`config.mk`:
```
export PLATFORM = sky130hd
export DESIGN_NAME = jtframe_ram_fifo_flat
export DESIGN_NICKNAME = d
export VERILOG_FILES = /design/src/rtl/jtframe_ram_fifo_if.sv /design/src/rtl/jtframe_dual_ram.sv /design/src/rtl/jtframe_ram_fifo.sv /design/src/flat_wrapper.sv
export SDC_FILE = /design/constraint.sdc
export NUM_CORES = 1
export LEC_CHECK = 0
export ABC_CLOCK_PERIOD_IN_PS = 3000
export CORE_MARGIN = 5
export CORE_UTILIZATION = 50
export CTS_CLUSTER_SIZE = 24
export DETAILED_ROUTE_END_ITERATION = 10
export PLACE_DENSITY = 0.68
export SLEW_MARGIN = 20
export SYNTH_ARGS = -nofsm -noshare
export SYNTH_HDL_FRONTEND = slang
export SYNTH_SLANG_ARGS = --single-unit
```
`constraint.sdc`:
```
create_clock -name clk -period 3 [get_ports clk]
set_clock_uncertainty 0.05 [all_clocks]
set_input_delay 0.75 -clock clk [delete_from_list [all_inputs] [get_ports clk]]
set_output_delay 0.75 -clock clk [all_outputs]
set_load 0.05 [all_outputs]
```
`src/rtl/jtframe_ram_fifo_if.sv`:
```
// FIFO request/status bundle: the producer/consumer side uses master, the FIFO uses slave.
// The dw/aw values must match the parameters of the FIFO this bundle is connected to.
interface jtframe_ram_fifo_if #(
  parameter int dw = 8,
  parameter int aw = 4
);
  logic          clr;
  logic          wr;
  logic [dw-1:0] din;
  logic          rd;
  logic [dw-1:0] dout;
  logic          empty;
  logic          full;
  logic          afull;
  logic [aw:0]   level;
  logic          ovf;
  logic          unf;

  modport master (
    output clr, wr, din, rd,
    input  dout, empty, full, afull, level, ovf, unf
  );

  modport slave (
    input  clr, wr, din, rd,
    output dout, empty, full, afull, level, ovf, unf
  );
endinterface

```
`src/rtl/jtframe_dual_ram.sv`:
```
// Dual-port RAM with a registered read on each port.
// Both write ports are captured on clk0, so the two ports are meant to share one clock.
module jtframe_dual_ram #(
  parameter int dw = 8,
  parameter int aw = 4
) (
  input  logic          clk0,
  input  logic [dw-1:0] data0,
  input  logic [aw-1:0] addr0,
  input  logic          we0,
  output logic [dw-1:0] q0,
  input  logic          clk1,
  input  logic [dw-1:0] data1,
  input  logic [aw-1:0] addr1,
  input  logic          we1,
  output logic [dw-1:0] q1
);
  logic [dw-1:0] mem [2**aw];

  // NOTE: the array and read registers have no reset so the storage maps onto block RAM.
  always_ff @(posedge clk0) begin
    if (we1) mem[addr1] <= data1;
    if (we0) mem[addr0] <= data0;
    q0 <= mem[addr0];
  end

  always_ff @(posedge clk1) begin
    q1 <= mem[addr1];
  end
endmodule

```
`src/rtl/jtframe_ram_fifo.sv`:
```
// Show-ahead FIFO on top of jtframe_dual_ram: port 0 writes, port 1 reads.
// The registered empty flag hides the RAM read latency, so dout is valid whenever empty is low.
module jtframe_ram_fifo #(
  parameter int dw    = 8,
  parameter int aw    = 4,
  parameter int AFULL = 2**aw - 2
) (
  input logic                clk,
  input logic                rst_n,
  jtframe_ram_fifo_if.slave  bus
);
  localparam logic [aw:0] DEPTH     = {1'b1, {aw{1'b0}}};
  localparam logic [aw:0] ONE       = {{aw{1'b0}}, 1'b1};
  localparam logic [aw:0] AFULL_LVL = AFULL[aw:0];

  logic [aw-1:0] wr_ptr_q, wr_ptr_d;
  logic [aw-1:0] rd_ptr_q, rd_ptr_d;
  logic [aw:0]   level_q, level_d;
  logic          empty_q, empty_d;
  logic          full_q, full_d;
  logic          afull_q, afull_d;
  logic          ovf_q, ovf_d;
  logic          unf_q, unf_d;
  logic          wa, ra, ram_we;
  logic [dw-1:0] ram_q1;
  logic [dw-1:0] ram_q0_unused;

  // NOTE: every always_comb output gets a default first, so no path can infer a latch.
  always_comb begin
    wa       = bus.wr & ~full_q;
    ra       = bus.rd & ~empty_q;
    ram_we   = wa & ~bus.clr;
    wr_ptr_d = wa ? wr_ptr_q + 1'b1 : wr_ptr_q;
    rd_ptr_d = ra ? rd_ptr_q + 1'b1 : rd_ptr_q;
    level_d  = level_q;
    case ({wa, ra})
      2'b10:   level_d = level_q + ONE;
      2'b01:   level_d = level_q - ONE;
      default: level_d = level_q;
    endcase
    ovf_d    = ovf_q | (bus.wr & full_q);
    unf_d    = unf_q | (bus.rd & empty_q);
    // The new head is readable only if it was already in RAM before this edge;
    // a word written at this very edge gets one cycle of empty while port 1 catches up.
    empty_d  = (level_q == '0) || (ra && (level_q == ONE));
    if (bus.clr) begin
      wr_ptr_d = '0;
      rd_ptr_d = '0;
      level_d  = '0;
      ovf_d    = 1'b0;
      unf_d    = 1'b0;
      empty_d  = 1'b1;
    end
    full_d   = (level_d == DEPTH);
    afull_d  = (level_d >= AFULL_LVL);
  end

  // NOTE: state registers use non-blocking assignments so all of them update together.
  always_ff @(posedge clk or negedge rst_n) begin
    if (!rst_n) begin
      wr_ptr_q <= '0;
      rd_ptr_q <= '0;
      level_q  <= '0;
      empty_q  <= 1'b1;
      full_q   <= 1'b0;
      afull_q  <= 1'b0;
      ovf_q    <= 1'b0;
      unf_q    <= 1'b0;
    end else begin
      wr_ptr_q <= wr_ptr_d;
      rd_ptr_q <= rd_ptr_d;
      level_q  <= level_d;
      empty_q  <= empty_d;
      full_q   <= full_d;
      afull_q  <= afull_d;
      ovf_q    <= ovf_d;
      unf_q    <= unf_d;
    end
  end

  // Port 1 is addressed with the next read pointer so the popped-to word lands on q1 with no bubble.
  jtframe_dual_ram #(
    .dw (dw),
    .aw (aw)
  ) u_ram (
    .clk0  (clk),
    .data0 (bus.din),
    .addr0 (wr_ptr_q),
    .we0   (ram_we),
    .q0    (ram_q0_unused),
    .clk1  (clk),
    .data1 ('0),
    .addr1 (rd_ptr_d),
    .we1   (1'b0),
    .q1    (ram_q1)
  );

  assign bus.dout  = ram_q1;
  assign bus.empty = empty_q;
  assign bus.full  = full_q;
  assign bus.afull = afull_q;
  assign bus.level = level_q;
  assign bus.ovf   = ovf_q;
  assign bus.unf   = unf_q;
endmodule

```
`src/flat_wrapper.sv`:
```
// flat-port wrapper written by rule: the top's interface ports become plain ports
module jtframe_ram_fifo_flat 
#(
  parameter int dw    = 8,
  parameter int aw    = 4,
  parameter int AFULL = 2**aw - 2
)
  (clk, rst_n, bus_clr, bus_wr, bus_din, bus_rd, bus_dout, bus_empty, bus_full, bus_afull, bus_level, bus_ovf, bus_unf);
  jtframe_ram_fifo_if #(.dw(dw), .aw(aw)) bus_i ();
  input logic clk;
  input logic rst_n;
  input wire logic [$bits(bus_i.clr)-1:0] bus_clr;
  input wire logic [$bits(bus_i.wr)-1:0] bus_wr;
  input wire logic [$bits(bus_i.din)-1:0] bus_din;
  input wire logic [$bits(bus_i.rd)-1:0] bus_rd;
  output wire logic [$bits(bus_i.dout)-1:0] bus_dout;
  output wire logic [$bits(bus_i.empty)-1:0] bus_empty;
  output wire logic [$bits(bus_i.full)-1:0] bus_full;
  output wire logic [$bits(bus_i.afull)-1:0] bus_afull;
  output wire logic [$bits(bus_i.level)-1:0] bus_level;
  output wire logic [$bits(bus_i.ovf)-1:0] bus_ovf;
  output wire logic [$bits(bus_i.unf)-1:0] bus_unf;
  assign bus_i.clr = bus_clr;
  assign bus_i.wr = bus_wr;
  assign bus_i.din = bus_din;
  assign bus_i.rd = bus_rd;
  assign bus_dout = bus_i.dout;
  assign bus_empty = bus_i.empty;
  assign bus_full = bus_i.full;
  assign bus_afull = bus_i.afull;
  assign bus_level = bus_i.level;
  assign bus_ovf = bus_i.ovf;
  assign bus_unf = bus_i.unf;
  jtframe_ram_fifo #(.dw(dw), .aw(aw), .AFULL(AFULL)) u_core (.clk(clk), .rst_n(rst_n), .bus(bus_i));
endmodule
```
# [After elaboration in Yosys (flattened, before gate mapping)]
# Memory sizes are Yosys's and may differ from the RTL's. A register that Yosys moved wholly into a read port is not among the register bits.
# Index checks and enable logic that the tools add are counted.
[op_classes] addsub=4 order_cmp=1 n_eq_ne=4 mux=11 n_bitwise=10 reduce_logical=4
[op_table] cell="4-bit two-way mux" count=4
[op_table] cell="5-bit case mux with 2 select lines" count=1
[op_table] cell="4-bit by 1-bit adder with 4-bit output (second input constant)" count=2
[op_table] cell="5-bit by 1-bit adder with 5-bit output (second input constant)" count=1
[op_table] cell="1-bit bitwise AND" count=5
[op_table] cell="5-bit by 1-bit equality test with 1-bit output (second input constant)" count=1
[op_table] cell="5-bit equality test (second input constant)" count=1
[op_table] cell="5-bit by 4-bit >= comparator with 1-bit output (second input constant)" count=1
[op_table] cell="5-bit zero test" count=1
[op_table] cell="1-bit two-way mux" count=5
[op_table] cell="5-bit two-way mux" count=1
[op_table] cell="5-bit by 1-bit subtractor with 5-bit output (second input constant)" count=1
[op_table] cell="1-bit inverter" count=3
[op_table] cell="2-bit by 1-bit equality test with 1-bit output (second input constant)" count=1
[op_table] cell="2-bit equality test (second input constant)" count=1
[op_table] cell="1-bit bitwise OR" count=2
[op_table] cell="2-bit nonzero test" count=1
[op_table] cell="1-bit logical AND" count=1
[op_table] cell="1-bit logical OR" count=1
[word_totals] regBits=18 mem_bits_rw=128 inputBits=13 out_inout_bits=18 word_cells=43 mem_count=1
[mem_list] name="u_core.u_ram.mem" words=16 width=8 read_ports=1 rd_ports_with_merged_regs=1 write_ports=1 line="jtframe_dual_ram.sv:18" rtl="logic [dw-1:0] mem [2**aw];"

# [Depth between registers and ports, before layout]
[logic_depth] depth_word=6 mapped_depth=9 mapped_depth_nobuf=8

# [Cells and area by module]
# Synthesis repeated with hierarchy kept, for this count alone.
[unflattened] hier_cells=593 hier_area_um2=8979.9
[by_module_without_submodules] module="jtframe_dual_ram" n_inst=1 cells_per_inst=488 area_per_inst_um2=7946.4 seq_area_each_um2=4164.0
[by_module_without_submodules] module="jtframe_ram_fifo" n_inst=1 cells_per_inst=105 area_per_inst_um2=1033.5 seq_area_each_um2=451.7

# [Worst setup path after synthesis]
# Ideal clock, no wire load.
[synth_timing] kind="input-to-reg" from="input port bus_rd" to="register u_core.u_ram.q1[6], read port of u_core.u_ram.mem" setup_time_ns=0.072 arrival_ns=2.430 t_required_ns=2.878 path_slack_ns=0.447 path_stages=8 n_path_buf=2 path_cell_list="nor2b_4 > buf_6 > inv_2 > nand2_1 > a21oi_2 > buf_4 > mux4_2 > mux2i_1"
[synth_via] elab_chain_len=3
[synth_rtl] item="start, declared" line="flat_wrapper.sv:15" rtl="input wire logic [$bits(bus_i.rd)-1:0] bus_rd;"
[synth_rtl] item="1-bit bitwise AND" line="jtframe_ram_fifo.sv:31" rtl="ra = bus.rd & ~empty_q;"
[synth_rtl] item="4-bit two-way mux" line="jtframe_ram_fifo.sv:34" rtl="rd_ptr_d = ra ? rd_ptr_q + 1'b1 : rd_ptr_q;"
[synth_rtl] item="4-bit two-way mux" line="jtframe_ram_fifo.sv:46" rtl="if (bus.clr) begin"
[synth_rtl] item="net u_core.rd_ptr_d[1]" line="jtframe_ram_fifo.sv:17" rtl="logic [aw-1:0] rd_ptr_q, rd_ptr_d;"
[synth_rtl] item="end, declared" line="jtframe_dual_ram.sv:16" rtl="output logic [dw-1:0] q1"
# The timed path passes the listed nets, and every way through them passes these cells.
# A chain may end at the register's enable or synchronous reset.

# [Worst setup path after layout]
[layout_timing] from="input port bus_rd" to="register u_core.u_ram.q1[3], read port of u_core.u_ram.mem"
[layout_via] elab_chain_len=3
[layout_rtl] item="1-bit bitwise AND" line="jtframe_ram_fifo.sv:31"
[layout_rtl] item="4-bit two-way mux" line="jtframe_ram_fifo.sv:34"
[layout_rtl] item="4-bit two-way mux" line="jtframe_ram_fifo.sv:46"
# Every way passes these cells.

==> impl_metrics.toml <==
[run_status]
status = "finished, final reports clean"

[worst_setup_path]
r2r-end = "u_core.bus.afull$_DFF_PN0_"
ff2ff_path_depth = 8
worstSetupEndpointType = "flip-flop"
worst_ep_arrival_time_ns = 2.96
start_kind = "primary input"
required_ns = 3.28
cp_max_fo = 26
worstSetupPathType = "primary input to flip-flop"
crit_path_frequent_cell = "mux2i_1"
reg2reg_slack_ns = 0.77
max_stage_delay_ns = 0.48
cp_slowest_cell = "clkdlybuf4s50_1"
path_cells = "clkdlybuf4s50_1 -> nor2b_4 -> mux2i_4 -> buf_12 -> buf_4 -> mux2i_1 -> mux4_1 -> mux2i_1"
r2r-start = "u_core.bus.empty$_DFF_PN1_"

[placement]
post-place-ws_ns = -0.115
hpwl_um = 7790
place_area_um2 = 7190
portBuffers = 30
gp_congestion = 0.859

[timing]
period_share_pct = 89.3
hold_violations = 0
setup_ws_ns = 0.321
tightest_slew_ns = 0.838
drv_slew = 0
max_freq_ghz = 0.373
relSlewSlack_pct = 44.0
fin_crit_ns = 2.68
hold_ws_ns = 0.452
rsz0062_at_grt = "false"
setup_viol = 0

[logic_synthesis]
syn-num-nets = 387
synth_top_area_cell = "edfxtp_1"
netlist_area_um2 = 6410
synth_area_leaders = "edfxtp_1, mux2i_1, dfrtp_1"
ys_types = 42
syn_avg_cell_area_um2 = 17.6
synth_warnings = 0
ys_ff_latch = 154
synth_top_area_share_pct = 59.9
yosysSeqAreaShare_pct = 69.5
syn_inst = 364

[drt]
drc = 0
drt_iter0_drc = 145
wl_per_cell_um = 19.1
avgViaCountPerCell = 5.21
wl_um = 12000
drt_first_pass_iters = 4
ant_nets = 0
vias = 3254

[worst_hold_path]
hold_class = "flip-flop to flip-flop"
holdPathEnd = "u_core.bus.unf$_DFF_PN0_"
hp-start = "u_core.bus.unf$_DFF_PN0_"
whs_path_depth = 2

[floorplan]
die_w_um = 123
start_util_pct = 50.8
fp.coreArea_um2 = 12600
io-pin-count = 31
fp.dieArea_um2 = 15200
die_h_um = 123
std_cell_rows = 41

[final_layout]
nets = 463
diodes = 0
design_area_um2 = 7780
drive_gt1_share_pct = 21.2
area_growth_pct = 21.3

[grt]
grt_pass1_wl_um = 18700
track_usage_pct = 17.3
grt_pass1_vias = 3416
grt_max_degree = 27
grt_remaining_overflow = 0
antenna_found_initial = 0

[power_and_ir_drop]
p_total_mw = 4.91
irDropWorstVdd_mv = 0.373
leakagePower_nw = 3.10
seqPwrFrac_pct = 48.6
swShare_pct = 20.9
p_switching_mw = 1.03
p_comb_share_pct = 8.8
p_per_area_nw_per_um2 = 631
p_clk_share_pct = 42.6
p_int_mw = 3.88

[clocking]
cts_num_sinks = 154
clock_latency_ns = 0.42
htreeDepth = 4
post_cts_resized = 0
cts_buffers = 17
clk_path_buf_depth = 2
cts-root-buf = "clkbuf_16"
post_cts_buffers = 0
cts_hold_buffers = 0
clk_pin_slew_worst_paths_ns = 0.06
cts_tree = "built"

[flow_run]
cap_violations = 0
Yosys cell counts (all sizes together):
cell type and instances:
edfxtp 128, mux2i 73, dfrtp 17, mux4 16
nor2 13, and2 12, buf 11, nand2 11
a21oi 10, ha 10, inv 9, dfxtp 8
nor3 6, nand3 5, nor2b 5, clkbuf 4
mux2 4, a22oi 3, a211oi 2, o21ai 2
or3 2, xnor2 2, xor2 2, a31o 1
and3b 1, dfstp 1, nand2b 1, nand4 1
nor3b 1, nor4 1, o31ai 1, o41ai 1
cells in the final DEF (no fill, tap or decap), types with 8 or more instances in the layout:
cell	count
buf_4	33
mux2i_1	72
a21oi_1	8
buf_12	9
clkbuf_16	17
clkdlybuf4s50_1	30
ha_1	10
edfxtp_1	128
dfrtp_1	17
nor2_1	13
dfxtp_1	8
mux4_2	14
inv_1	8
and2_1	12
nand2_1	11
flip-flops by register name, summed over array words and instances, names as in the netlist:
name,flops
u_core.u_ram.q1,8
u_core.bus.empty,1
u_core.rd_ptr_q,4
u_core.wr_ptr_q,4
u_core.bus.level,5
u_core.u_ram.mem,128
u_core.bus.ovf,1
u_core.bus.unf,1
u_core.bus.full,1
u_core.bus.afull,1
cell families (layout without fill, tap and decap cells):
| group | count (synthesis) | count (layout) | synth area share (%) |
|---|---|---|---|
| buffers and inverters | 24 | 113 | 3.18 |
| and+or+nand+nor | 59 | 59 | 4.78 |
| DFF | 154 | 154 | 69.5 |
| AOI/OAI and AO/OA | 20 | 20 | 2.03 |
| adders and majority gates | 10 | 10 | 1.95 |
| muxes | 93 | 93 | 18.0 |
| xor gates and xnor gates | 4 | 4 | 0.546 |
per-stage QoR:
stage	TNS [ns]	util (%)	cells
after floorplan	0	-	364
after global placement	-0.293	56.9	593
after detailed placement	-0.434	56.9	593
after CTS	0	61.7	625
after global routing	0	61.7	625
final	0	61.7	625
critical path, delay by kind of cell:
kind,cells,cell delay [ns]
buf+inv,3,0.90
mux,4,1.04
simple gates,1,0.24
layout make-up:
| cell class | instances | area, µm² |
|---|---|---|
| multi-input combinational | 186 | 1750 |
| clock buffer | 25 | 505 |
| fill | 949 | 4840 |
| tap | 172 | 215 |
| sequential | 154 | 4460 |
| timing repair buffer | 72 | 728 |
| clock inverter | 7 | 90.1 |
| inverter | 9 | 33.8 |
how the worst max path moves through the flow:
stage / startpoint / endpoint / slack, ns / depth (start not counted)
2_1_floorplan: bus_rd / u_core.u_ram.q1[6]$_DFF_P_ / 0.45 / 8
3_3_place_gp: bus_rd / u_core.u_ram.q1[3]$_DFF_P_ / -0.10 / 8
3_5_place_dp: bus_rd / u_core.u_ram.q1[3]$_DFF_P_ / -0.12 / 8
4_1_cts: bus_rd / u_core.u_ram.q1[3]$_DFF_P_ / 0.30 / 8
5_1_grt: bus_rd / u_core.u_ram.q1[3]$_DFF_P_ / 0.18 / 8
6_report: bus_rd / u_core.u_ram.q1[3]$_DFF_P_ / 0.32 / 8
per-layer routing:
metal | up-vias | wire length (µm) | track usage (%)
met3 | 12 | 383 | 4.80
met1 | 1635 | 5240 | 21.5
met2 | 54 | 6170 | 29.2
met5 | - | 0 | 0
li1 | 1553 | - | -
met4 | 0 | 159 | 6.23
power by group through the flow:
stage          Sequential [mW]  Combinational (mW)  Clock (mW)
5_1_grt                   2.39               0.466        2.23
4_1_cts                   2.38               0.439        2.13
2_1_floorplan             2.49               0.223           0
3_5_place_dp              2.43               0.437           0
3_3_place_gp              2.42               0.428           0
6_report                  2.38               0.434        2.09
Power figures use the tool's default switching activity.
